<file path="config.mk">
export PLATFORM = sky130hd
export DESIGN_NAME = router_core_ctrl
export DESIGN_NICKNAME = d
export VERILOG_FILES = /design/src/rtl/router_pkg.sv /design/src/rtl/router_token_watchdog.sv /design/src/rtl/router_core_ctrl.sv
export SDC_FILE = /design/constraint.sdc
export NUM_CORES = 1
export LEC_CHECK = 0
export CAP_MARGIN = 30
export CORE_AREA = 2 2 47 49
export DETAILED_ROUTE_END_ITERATION = 16
export DIE_AREA = 0 0 49 51
export MAX_ROUTING_LAYER = met4
export PLACE_DENSITY = 0.76
export REMOVE_ABC_BUFFERS = 1
export SETUP_SLACK_MARGIN = 0.1
export SLEW_MARGIN = 20
export SYNTH_ARGS = -nofsm -noshare
export SYNTH_HDL_FRONTEND = slang
export SYNTH_HIERARCHICAL = 1
export SYNTH_SLANG_ARGS = --single-unit
</file>
<file path="constraint.sdc">
create_clock -name Clk_R -period 1.6 [get_ports Clk_R]
set_input_delay 0.32 -clock Clk_R [delete_from_list [all_inputs] [get_ports Clk_R]]
set_output_delay 0.32 -clock Clk_R [all_outputs]
set_load 0.05 [all_outputs]
</file>
<file path="src/rtl/router_pkg.sv">
// rtl/router_pkg.sv - shared types and constants for the token-ring router core
package router_pkg;

  localparam int FRAME_W = 55;

  localparam logic [2:0] TYPE_TOKEN  = 3'b000;
  localparam logic [2:0] TYPE_DATA   = 3'b001;

  localparam logic [2:0] TXSEL_BUF   = 3'd0;
  localparam logic [2:0] TXSEL_TOKEN = 3'd1;

  typedef enum logic [2:0] {
    ST_IDLE,
    ST_EVAL,
    ST_DROP,
    ST_DELIVER,
    ST_FWD_LOAD,
    ST_INJ_LOAD,
    ST_SEND,
    ST_TOK_SEND
  } state_e;

endpackage

</file>
<file path="src/rtl/router_token_watchdog.sv">
// rtl/router_token_watchdog.sv - lost-token idle counter, saturating at TOKEN_TIMEOUT-1
module router_token_watchdog #(
  parameter logic [15:0] TOKEN_TIMEOUT = 16'd1024
) (
  input  logic clk,
  input  logic rst,
  input  logic clr,
  output logic expired
);

  localparam logic [15:0] LIMIT = TOKEN_TIMEOUT - 16'd1;

  logic [15:0] cnt_q;
  logic [15:0] cnt_d;

  always_comb begin
    cnt_d = cnt_q;
    if (clr) begin
      cnt_d = '0;
    end else if (cnt_q != LIMIT) begin
      cnt_d = cnt_q + 16'd1;
    end
  end

  always_ff @(posedge clk or posedge rst) begin
    if (rst) begin
      cnt_q <= '0;
    end else begin
      cnt_q <= cnt_d;
    end
  end

  assign expired = (cnt_q == LIMIT);

endmodule

</file>
<file path="src/rtl/router_core_ctrl.sv">
// rtl/router_core_ctrl.sv - router core control FSM: deliver/forward/drop/inject decisions and
// token regeneration; every output is decoded from registered state only.
module router_core_ctrl
  import router_pkg::*;
#(
  parameter logic [3:0]  NODE_ADDR     = 4'd0,
  parameter logic        IS_MASTER     = 1'b0,
  parameter logic [15:0] TOKEN_TIMEOUT = 16'd1024
) (
  input  logic       Clk_R,
  input  logic       Rst,
  input  logic       rx_has_data,
  input  logic       bad_decode,
  input  logic [3:0] address,
  input  logic [2:0] data_type,
  input  logic       Packet_From_Node_Valid,
  input  logic       tx_ready,
  output logic       rc_ready,
  output logic       rc_has_data,
  output logic       buffer_select,
  output logic       buf_load,
  output logic [2:0] tx_data_select,
  output logic       Core_Load_Ack,
  output logic       Packet_To_Node_Valid,
  output logic [7:0] drop_cnt
);

  state_e     state_q, state_d;
  logic       token_pending_q, token_pending_d;
  logic       gap_q, gap_d;
  logic [7:0] drop_cnt_q, drop_cnt_d;

  logic wd_expired;
  logic wd_clr;
  logic xfer;
  logic token_seen;
  logic regen;

  // gap_q blanks rc_has_data for the cycle after a transfer, even on SEND -> TOK_SEND
  assign rc_has_data = ((state_q == ST_SEND) || (state_q == ST_TOK_SEND)) && !gap_q;
  assign xfer        = rc_has_data && tx_ready;
  assign token_seen  = (state_q == ST_EVAL) && !bad_decode && (data_type == TYPE_TOKEN);
  assign regen       = IS_MASTER && (state_q == ST_IDLE) && !rx_has_data && wd_expired;
  assign wd_clr      = token_seen || regen;

  router_token_watchdog #(
    .TOKEN_TIMEOUT(TOKEN_TIMEOUT)
  ) u_watchdog (
    .clk    (Clk_R),
    .rst    (Rst),
    .clr    (wd_clr),
    .expired(wd_expired)
  );

  always_comb begin
    state_d         = state_q;
    token_pending_d = token_pending_q;
    drop_cnt_d      = drop_cnt_q;
    gap_d           = xfer;
    case (state_q)
      ST_IDLE: begin
        if (rx_has_data) begin
          state_d = ST_EVAL;
        end else if (regen) begin
          state_d = ST_TOK_SEND;
        end
      end
      ST_EVAL: begin
        if (bad_decode) begin
          state_d = ST_DROP;
        end else if (data_type == TYPE_TOKEN) begin
          state_d = Packet_From_Node_Valid ? ST_INJ_LOAD : ST_FWD_LOAD;
        end else if ((data_type == TYPE_DATA) && (address == NODE_ADDR)) begin
          state_d = ST_DELIVER;
        end else begin
          state_d = ST_FWD_LOAD;
        end
      end
      ST_DROP: begin
        if (drop_cnt_q != 8'hff) begin
          drop_cnt_d = drop_cnt_q + 8'd1;
        end
        state_d = ST_IDLE;
      end
      ST_DELIVER:  state_d = ST_IDLE;
      ST_FWD_LOAD: state_d = ST_SEND;
      ST_INJ_LOAD: begin
        token_pending_d = 1'b1;
        state_d         = ST_SEND;
      end
      ST_SEND: begin
        if (xfer) begin
          state_d = token_pending_q ? ST_TOK_SEND : ST_IDLE;
        end
      end
      ST_TOK_SEND: begin
        if (xfer) begin
          token_pending_d = 1'b0;
          state_d         = ST_IDLE;
        end
      end
      default: state_d = ST_IDLE;
    endcase
  end

  always_ff @(posedge Clk_R or posedge Rst) begin
    if (Rst) begin
      state_q         <= ST_IDLE;
      token_pending_q <= 1'b0;
      gap_q           <= 1'b0;
      drop_cnt_q      <= '0;
    end else begin
      state_q         <= state_d;
      token_pending_q <= token_pending_d;
      gap_q           <= gap_d;
      drop_cnt_q      <= drop_cnt_d;
    end
  end

  assign rc_ready             = (state_q == ST_DROP) || (state_q == ST_DELIVER) ||
                                (state_q == ST_FWD_LOAD) || (state_q == ST_INJ_LOAD);
  assign buf_load             = (state_q == ST_FWD_LOAD) || (state_q == ST_INJ_LOAD);
  assign buffer_select        = (state_q == ST_FWD_LOAD);
  assign Core_Load_Ack        = (state_q == ST_INJ_LOAD);
  assign Packet_To_Node_Valid = (state_q == ST_DELIVER);
  assign tx_data_select       = (state_q == ST_TOK_SEND) ? TXSEL_TOKEN : TXSEL_BUF;
  assign drop_cnt             = drop_cnt_q;

endmodule

</file>
==> key figures, run 1 <==
Run status
  – Outcome: completed

Final layout
  – Area of the multi-input gates: 548.0 um^2
  – Final core occ: 75.68%
  – Number of fill cells: 139
  – Area taken by flip-flops and latches: 329.1 um^2
  – Non-Filler Instances: 160
  – Layout area overhead: 97.78%
  – Final nets: 149
  – Diode count: 0
  – Share of cells above drive strength 1: 50.76%

Placed design
  – Placer Congestion: 0.9254
  – Placed insts: 142
  – Hpwl dp: 1459 um
  – Port bufs: 27

Global routing
  – Largest net degree at the start of global routing: 14
  – Vias in the first global route: 873
  – Initial antenna violation count: 0
  – First-pass GRT wire length: 3795 um
  – Total grt overflow: 0
  – Total track usage: 20.38%

Worst setup path
  – Worst-path cell chain: nor2b_4, and2_4, buf_12
  – Number of cells on the critical path: 3
  – Data required, critical path: 1.28 ns
  – Worst Path Max Fanout: 7
  – WS Path Type: register to primary output
  – Buffers & Inverters on Critical Path: 1
  – CP max stage cell: dfrtp_2
  – Startpoint types: register
  – CP max stage delay: 0.51 ns
  – CP startpoint: state_q[2]
  – CP Capture Type: primary output
  – Crit path max-delay family: flip-flops
  – Worst Path Arrival: 1.27 ns
  – Cell count of the worst reg-to-reg path: 5
  – Reg-to-reg startpoint: state_q[2]

Synth
  – Synth area leader: dfrtp_1
  – Flops & latches, synth: 13
  – Seq/Total Area, Yosys: 41.20%
  – Post-synthesis cell area: 789.5 um^2
  – Ys Warns: 6
  – Syn Inst Count: 82
  – Synth cell types: 36
  – Synthesized area per cell: 9.628 um^2
  – Yosys top cell area share: 41.20%
  – Top cells by area, synth: dfrtp_1 41%, xor2_1 6.7%, ha_1 4.8%

Power
  – P per Cell Area: 2210 nW/um^2
  – Worst IR Drop VDD: 1.580 mV
  – Leakage power: 0.7114 nW

Floorplan
  – Starting density of the core: 38.27%
  – I/O pins: 30
  – Die X: 49 um
  – FP Rows: 17
  – Die height: 51 um
  – Die area: 2499 um^2
  – Core area: 2063 um^2

Timing
  – Slew Limit Fails: 0
  – Crit path time final: 1.590 ns
  – Final clock skew: 0.004922 ns
  – Fmax: 0.6291 GHz
  – Final Hold Vio Count: 0
  – Unrepaired setup endpoints after global routing: true
  – # setup viols final: 0
  – Final Cycle Share: 99.35%

Run
  – Max-cap violations: 0

Route
  – DRT Pass-1 Iters: 4
  – 1st-iter DRT viols: 5
  – Antenna viol nets, final: 0
  – Via Count: 817
  – Avg WL per Cell: 15.06 um
  – Via-per-instance ratio: 5.106
  – Final wirelength: 2409 um
  – Residual DRC: 0

CTS
  – Cell at the root of the clock tree: clkbuf_4
  – H-tree levels: 1
  – Clock sink total: 13
  – CTS tree: done
  – Num CTS Buffers: 3
  – Clock-pin slew on the worst setup and hold paths: 0.08 ns
  – Clock Latency Late Sink: 0.28 ns
  – Clock Path Buffers: 2

Hold path
  – Hold WC Path Type: input pin to asynchronous set/reset pin
-- worst reg2reg max path: stages (launching register included) --
cell and delay [ns]:
dfrtp_2 0.51, ha_4 0.20, buf_4 0.15, a21o_1 0.16, a211oi_2 0.22, o22ai_1 0.11
-- state kept, by name, summed over array words and instances, names as in the netlist --
register and count:
drop_cnt 8, state_q 3, gap_q 1, token_pending_q 1
-- kinds of logic (layout without fill, tap and decap cells) --
logic type | count (synthesis) | in the layout | share of synthesized area, %
flip-flops | 13 | 13 | 41.20
AO/OA/AOI/OAI | 13 | 13 | 13.47
AND/OR/NAND/NOR | 33 | 33 | 22.35
other | 1 | 2 | 0.4750
XOR/XNOR | 7 | 7 | 7.766
adder cells (fa/ha/maj) | 3 | 3 | 4.755
buffers and inverters | 10 | 59 | 6.813
multiplexers | 2 | 2 | 3.169
-- repair_timing --
item / CTS / global route
pin swaps: 1 / 5
gates resized for setup: 17 / 20
endpoints found under the setup margin: 8 / 16
hold buffers: 0 / 0
setup buffers: 9 / 5
-- metal layers --
metal	global-route usage, %	wire length [um]	part of all wire, %	up-vias
met4	10.48	77	3.2	0
met2	36.30	1268	53	35
li1	-	-	-	383
met1	21.64	914	38	392
met5	-	0	0	-
met3	4.094	148	6.1	7
-- final cells by class --
| class | instances | area share [%] |
|---|---|---|
| Sequential cell | 13 | 21.07 |
| Inverter | 6 | 1.442 |
| Timing Repair Buffer | 49 | 38.46 |
| Clock buffer | 4 | 1.683 |
| Multi-Input combinational cell | 60 | 35.10 |
| Tap cell | 28 | 2.244 |
-- cells in the mapped netlist --
cell	number
dfrtp_1	13
nor2_1	8
inv_1	6
xor2_1	6
nand2_1	4
nand3_1	4
and2_1	3
ha_1	3
nor3_1	3
a21o_1	2
and3_1	2
buf_4	2
nor2b_1	2
o21ai_0	2
a211oi_1	1
a21oi_1	1
a221oi_1	1
a2bb2oi_1	1
a31oi_1	1
buf_2	1
buf_6	1
conb_1	1
mux2_4	1
mux2i_1	1
nand2b_1	1
nand3b_1	1
nand4_1	1
nor2b_2	1
nor3b_1	1
nor4_1	1
nor4bb_1	1
o211ai_4	1
o22a_1	1
o22ai_1	1
o32ai_1	1
xnor2_1	1
-- cell usage in the layout, fill, tap and decap left out, drive strengths merged, types with 2 or more instances in the layout --
master	count
clkbuf	4
and2	3
and3	2
nor3	3
ha	3
nor2b	3
nand3	4
o21ai	2
xor2	6
nand2	4
inv	6
a21o	2
buf	37
conb	2
clkdlybuf4s50	12
nor2	8
dfrtp	13
-- final timing paths --
check	to	slack, ns
worst max-delay path	Packet_To_Node_Valid	0.01
min in group Clk_R	token_pending_q	0.49
worst max register to register	state_q[1]	0.13
worst min register to register	token_pending_q	0.49
worst min-delay path	drop_cnt[7]	0.34
max in group asynchronous	state_q[1]	0.91
-- where the power goes --
part           switching (mW)  total (mW)  internal [mW]
sequential              0.163       0.614          0.452
combinational            1.29        2.63           1.34
clock                   0.110       0.207         0.0970
-- stage by stage --
step | setup TNS [ns] | hold slack, ns | power, mW | instance area, um^2 | setup slack, ns
after global routing | -0.05504 | 0.4204 | 3.597 | 1562 | -0.01633
final | 0 | 0.3403 | 3.450 | 1562 | 0.01032
after floorplan | -1.926 | 0.1970 | 1.635 | 762.0 | -0.3872
after CTS | 0 | 0.3596 | 3.135 | 1433 | 0.02477
after global placement | -0.2423 | 0.4542 | 2.551 | 1277 | -0.1007
after detailed placement | -0.4873 | 0.4692 | 2.596 | 1277 | -0.1977
Power figures use the tool's default switching activity.
==> run 2, diff against run 1 <==
- CORE_AREA: 2 2 47 49 -> 10 10 55 57
- DIE_AREA: 0 0 49 51 -> 0 0 65 67
- MAX_ROUTING_LAYER: met4 -> not set
==> key figures, run 2 (same netlist as run 1, synthesis figures left out) <==
Worst setup path
  – CP startpoint: address[0] (was state_q[2])
  – Worst Path Arrival: 1.78 ns (was 1.27 ns)
  – Crit path max-delay family: simple AND/OR/NAND/NOR gates (was flip-flops)
  – Number of cells on the critical path: 5 (was 3)
  – CP max stage cell: clkdlybuf4s50_1 (was dfrtp_2)
  – Buffers & Inverters on Critical Path: 1 (unchanged)
  – Reg2reg end: drop_cnt[1] (was state_q[1])
  – Startpoint types: input pin (was register)
  – Cell count of the worst reg-to-reg path: 4 (was 5)
  – Worst Setup EP: state_q[0] (was Packet_To_Node_Valid)
  – WS Path Type: input pin to register (was register to primary output)
  – R2R setup slack: 0.17 ns (was 0.13 ns)
  – Data required, critical path: 1.81 ns (was 1.28 ns)
  – Worst-path cell chain: clkdlybuf4s50_1, nor4_2, mux2i_1, nor4bb_4, o22a_1 (was nor2b_4, and2_4, buf_12)
  – Worst Path Max Fanout: 2 (was 7)
  – CP Capture Type: register (was primary output)
  – CP max stage delay: 0.44 ns (was 0.51 ns)
  – Reg-to-reg startpoint: drop_cnt[1] (was state_q[2])

Route
  – Avg WL per Cell: 16.67 um (was 15.06 um)
  – Via Count: 789 (was 817)
  – 1st-iter DRT viols: 32 (was 5)
  – DRT Pass-1 Iters: 4 (unchanged)
  – Via-per-instance ratio: 5.025 (was 5.106)
  – Final wirelength: 2617 um (was 2409 um)
  – Antenna viol nets, final: 0 (unchanged)
  – Residual DRC: 0 (unchanged)

Power
  – Overall Power: 3.207 mW (was 3.450 mW)
  – Worst IR Drop VDD: 1.672 mV (was 1.580 mV)
  – P per Cell Area: 2176 nW/um^2 (was 2210 nW/um^2)
  – Leakage power: 0.7020 nW (was 0.7114 nW)

Timing
  – Worst-Margin Slew: 0.5028 ns
  – # setup viols final: 0 (unchanged)
  – Final Cycle Share: 98.28% (was 99.35%)
  – Fmax: 0.6359 GHz (was 0.6291 GHz)
  – Slew Limit Fails: 0 (unchanged)
  – Slew headroom: 66.44%
  – Final clock skew: 0.005227 ns (was 0.004922 ns)
  – Unrepaired setup endpoints after global routing: true (unchanged)
  – Crit path time final: 1.572 ns (was 1.590 ns)
  – TNS Setup: 0 ns (unchanged)
  – Final Hold Vio Count: 0 (unchanged)

Run
  – Max-cap violations: 0 (unchanged)

Placed design
  – Placed insts: 144 (was 142)
  – Port bufs: 27 (unchanged)
  – Hpwl dp: 1809 um (was 1459 um)
  – Placer Congestion: 0.9052 (was 0.9254)
  – Dpl cell area: 1299 um^2 (was 1277 um^2)

Final layout
  – Layout area overhead: 86.69% (was 97.78%)
  – Final core occ: 75.90% (was 75.68%)
  – Diode count: 0 (unchanged)
  – Commonest non-fill, non-tap cell in the layout: buf_4 (unchanged)
  – Share of cells above drive strength 1: 43.08% (was 50.76%)
  – Number of fill cells: 128 (was 139)
  – Post-route cell area: 1474 um^2 (was 1562 um^2)
  – Commonest non-fill, non-tap cells in the layout: 17 x buf_4, 15 x buf_12, 11 x dfrtp_1, 11 x clkdlybuf4s50_1, 7 x nor2_1 (was 18 x buf_4, 15 x buf_12, 12 x clkdlybuf4s50_1, 10 x dfrtp_1, 6 x xor2_1)
  – Non-Filler Instances: 157 (was 160)
  – Max reg flops: 8 (unchanged)
  – Final nets: 147 (was 149)

CTS
  – Cell at the root of the clock tree: clkbuf_4 (unchanged)
  – Clock-pin slew on the worst setup and hold paths: 0.08 ns (about the same)
  – CTS tree: done (unchanged)
  – Clock Path Buffers: 2 (unchanged)
  – Clock Latency Late Sink: 0.27 ns (was 0.28 ns)
  – H-tree levels: 1 (unchanged)
  – Num CTS Buffers: 3 (unchanged)
  – Clock sink total: 13 (unchanged)

Floorplan
  – Core area: 1942 um^2 (was 2063 um^2)
  – Die height: 67 um (was 51 um)
  – Die area: 4355 um^2 (was 2499 um^2)
  – Starting density of the core: 40.66% (was 38.27%)
  – FP Rows: 16 (was 17)
  – I/O pins: 30 (unchanged)
  – Die X: 65 um (was 49 um)

Global routing
  – Largest net degree at the start of global routing: 14 (unchanged)
  – First-pass GRT wire length: 4174 um (was 3795 um)
  – Vias in the first global route: 863 (was 873)
  – Initial antenna violation count: 0 (unchanged)
  – Total track usage: 11.79% (was 20.38%)
  – Total grt overflow: 0 (unchanged)

Run status
  – Outcome: completed (unchanged)

Hold path
  – Hold WC Path Type: input pin to asynchronous set/reset pin (unchanged)
run 2: cell types whose count changed in the layout (fill, tap and decap cells not counted), sizes merged:
cell           delta
buf               -2
dlymetal6s2s      +1
clkdlybuf4s50     -1
run 2: final cells by class:
cell class / count / area, um^2 / share of cell area [%]
tap: 27 / 33.78 / 2.292
sequential: 13 / 327.8 / 22.24
multi-input combinational: 60 / 479.2 / 32.51
inverter: 6 / 22.52 / 1.528
clock buffer: 4 / 26.28 / 1.783
timing repair buffer: 47 / 584.3 / 39.64
run 2: repair_timing:
action / CTS / global route
hold buffers: 0 / 0
endpoints found under the setup margin: 7 / 14
pin swaps: 1 / 7
buffers inserted: 6 / 3
gates resized for setup: 15 / 7
run 2: metal layers:
layer / GRT usage (%) / vias up / share of wire (%)
met3: 4.682 / 2 / 8.1
met4: 3.209 / 0 / 0.23
met1: 12.90 / 380 / 38
met5: 0 / - / 0
met2: 20.69 / 31 / 53
li1: - / 376 / -
run 2: report_power, final:
group,leakage [nW],internal [mW],switching [mW]
combinational,0.526,1.23,1.21
clock,0.0150,0.0965,0.105
sequential,0.161,0.449,0.115
run 2: how the worst min path moves through the flow:
stage,startpoint,cells after the start,endpoint,slack [ns]
6_report,Rst,2,gap_q,0.36
3_3_place_gp,token_pending_q,1,token_pending_q,0.46
2_1_floorplan,Rst,1,drop_cnt[0],0.20
4_1_cts,Rst,2,drop_cnt[7],0.38
3_5_place_dp,token_pending_q,1,token_pending_q,0.47
5_1_grt,Rst,2,gap_q,0.39
run 2: stage by stage:
stage                     hold slack, ns  worst slack, ns
after CTS                         0.3804          0.03530
after floorplan                   0.1970          -0.3872
after global routing              0.3921         -0.02451
final                             0.3647          0.02752
after detailed placement          0.4714          -0.1423
after global placement            0.4562          -0.1090
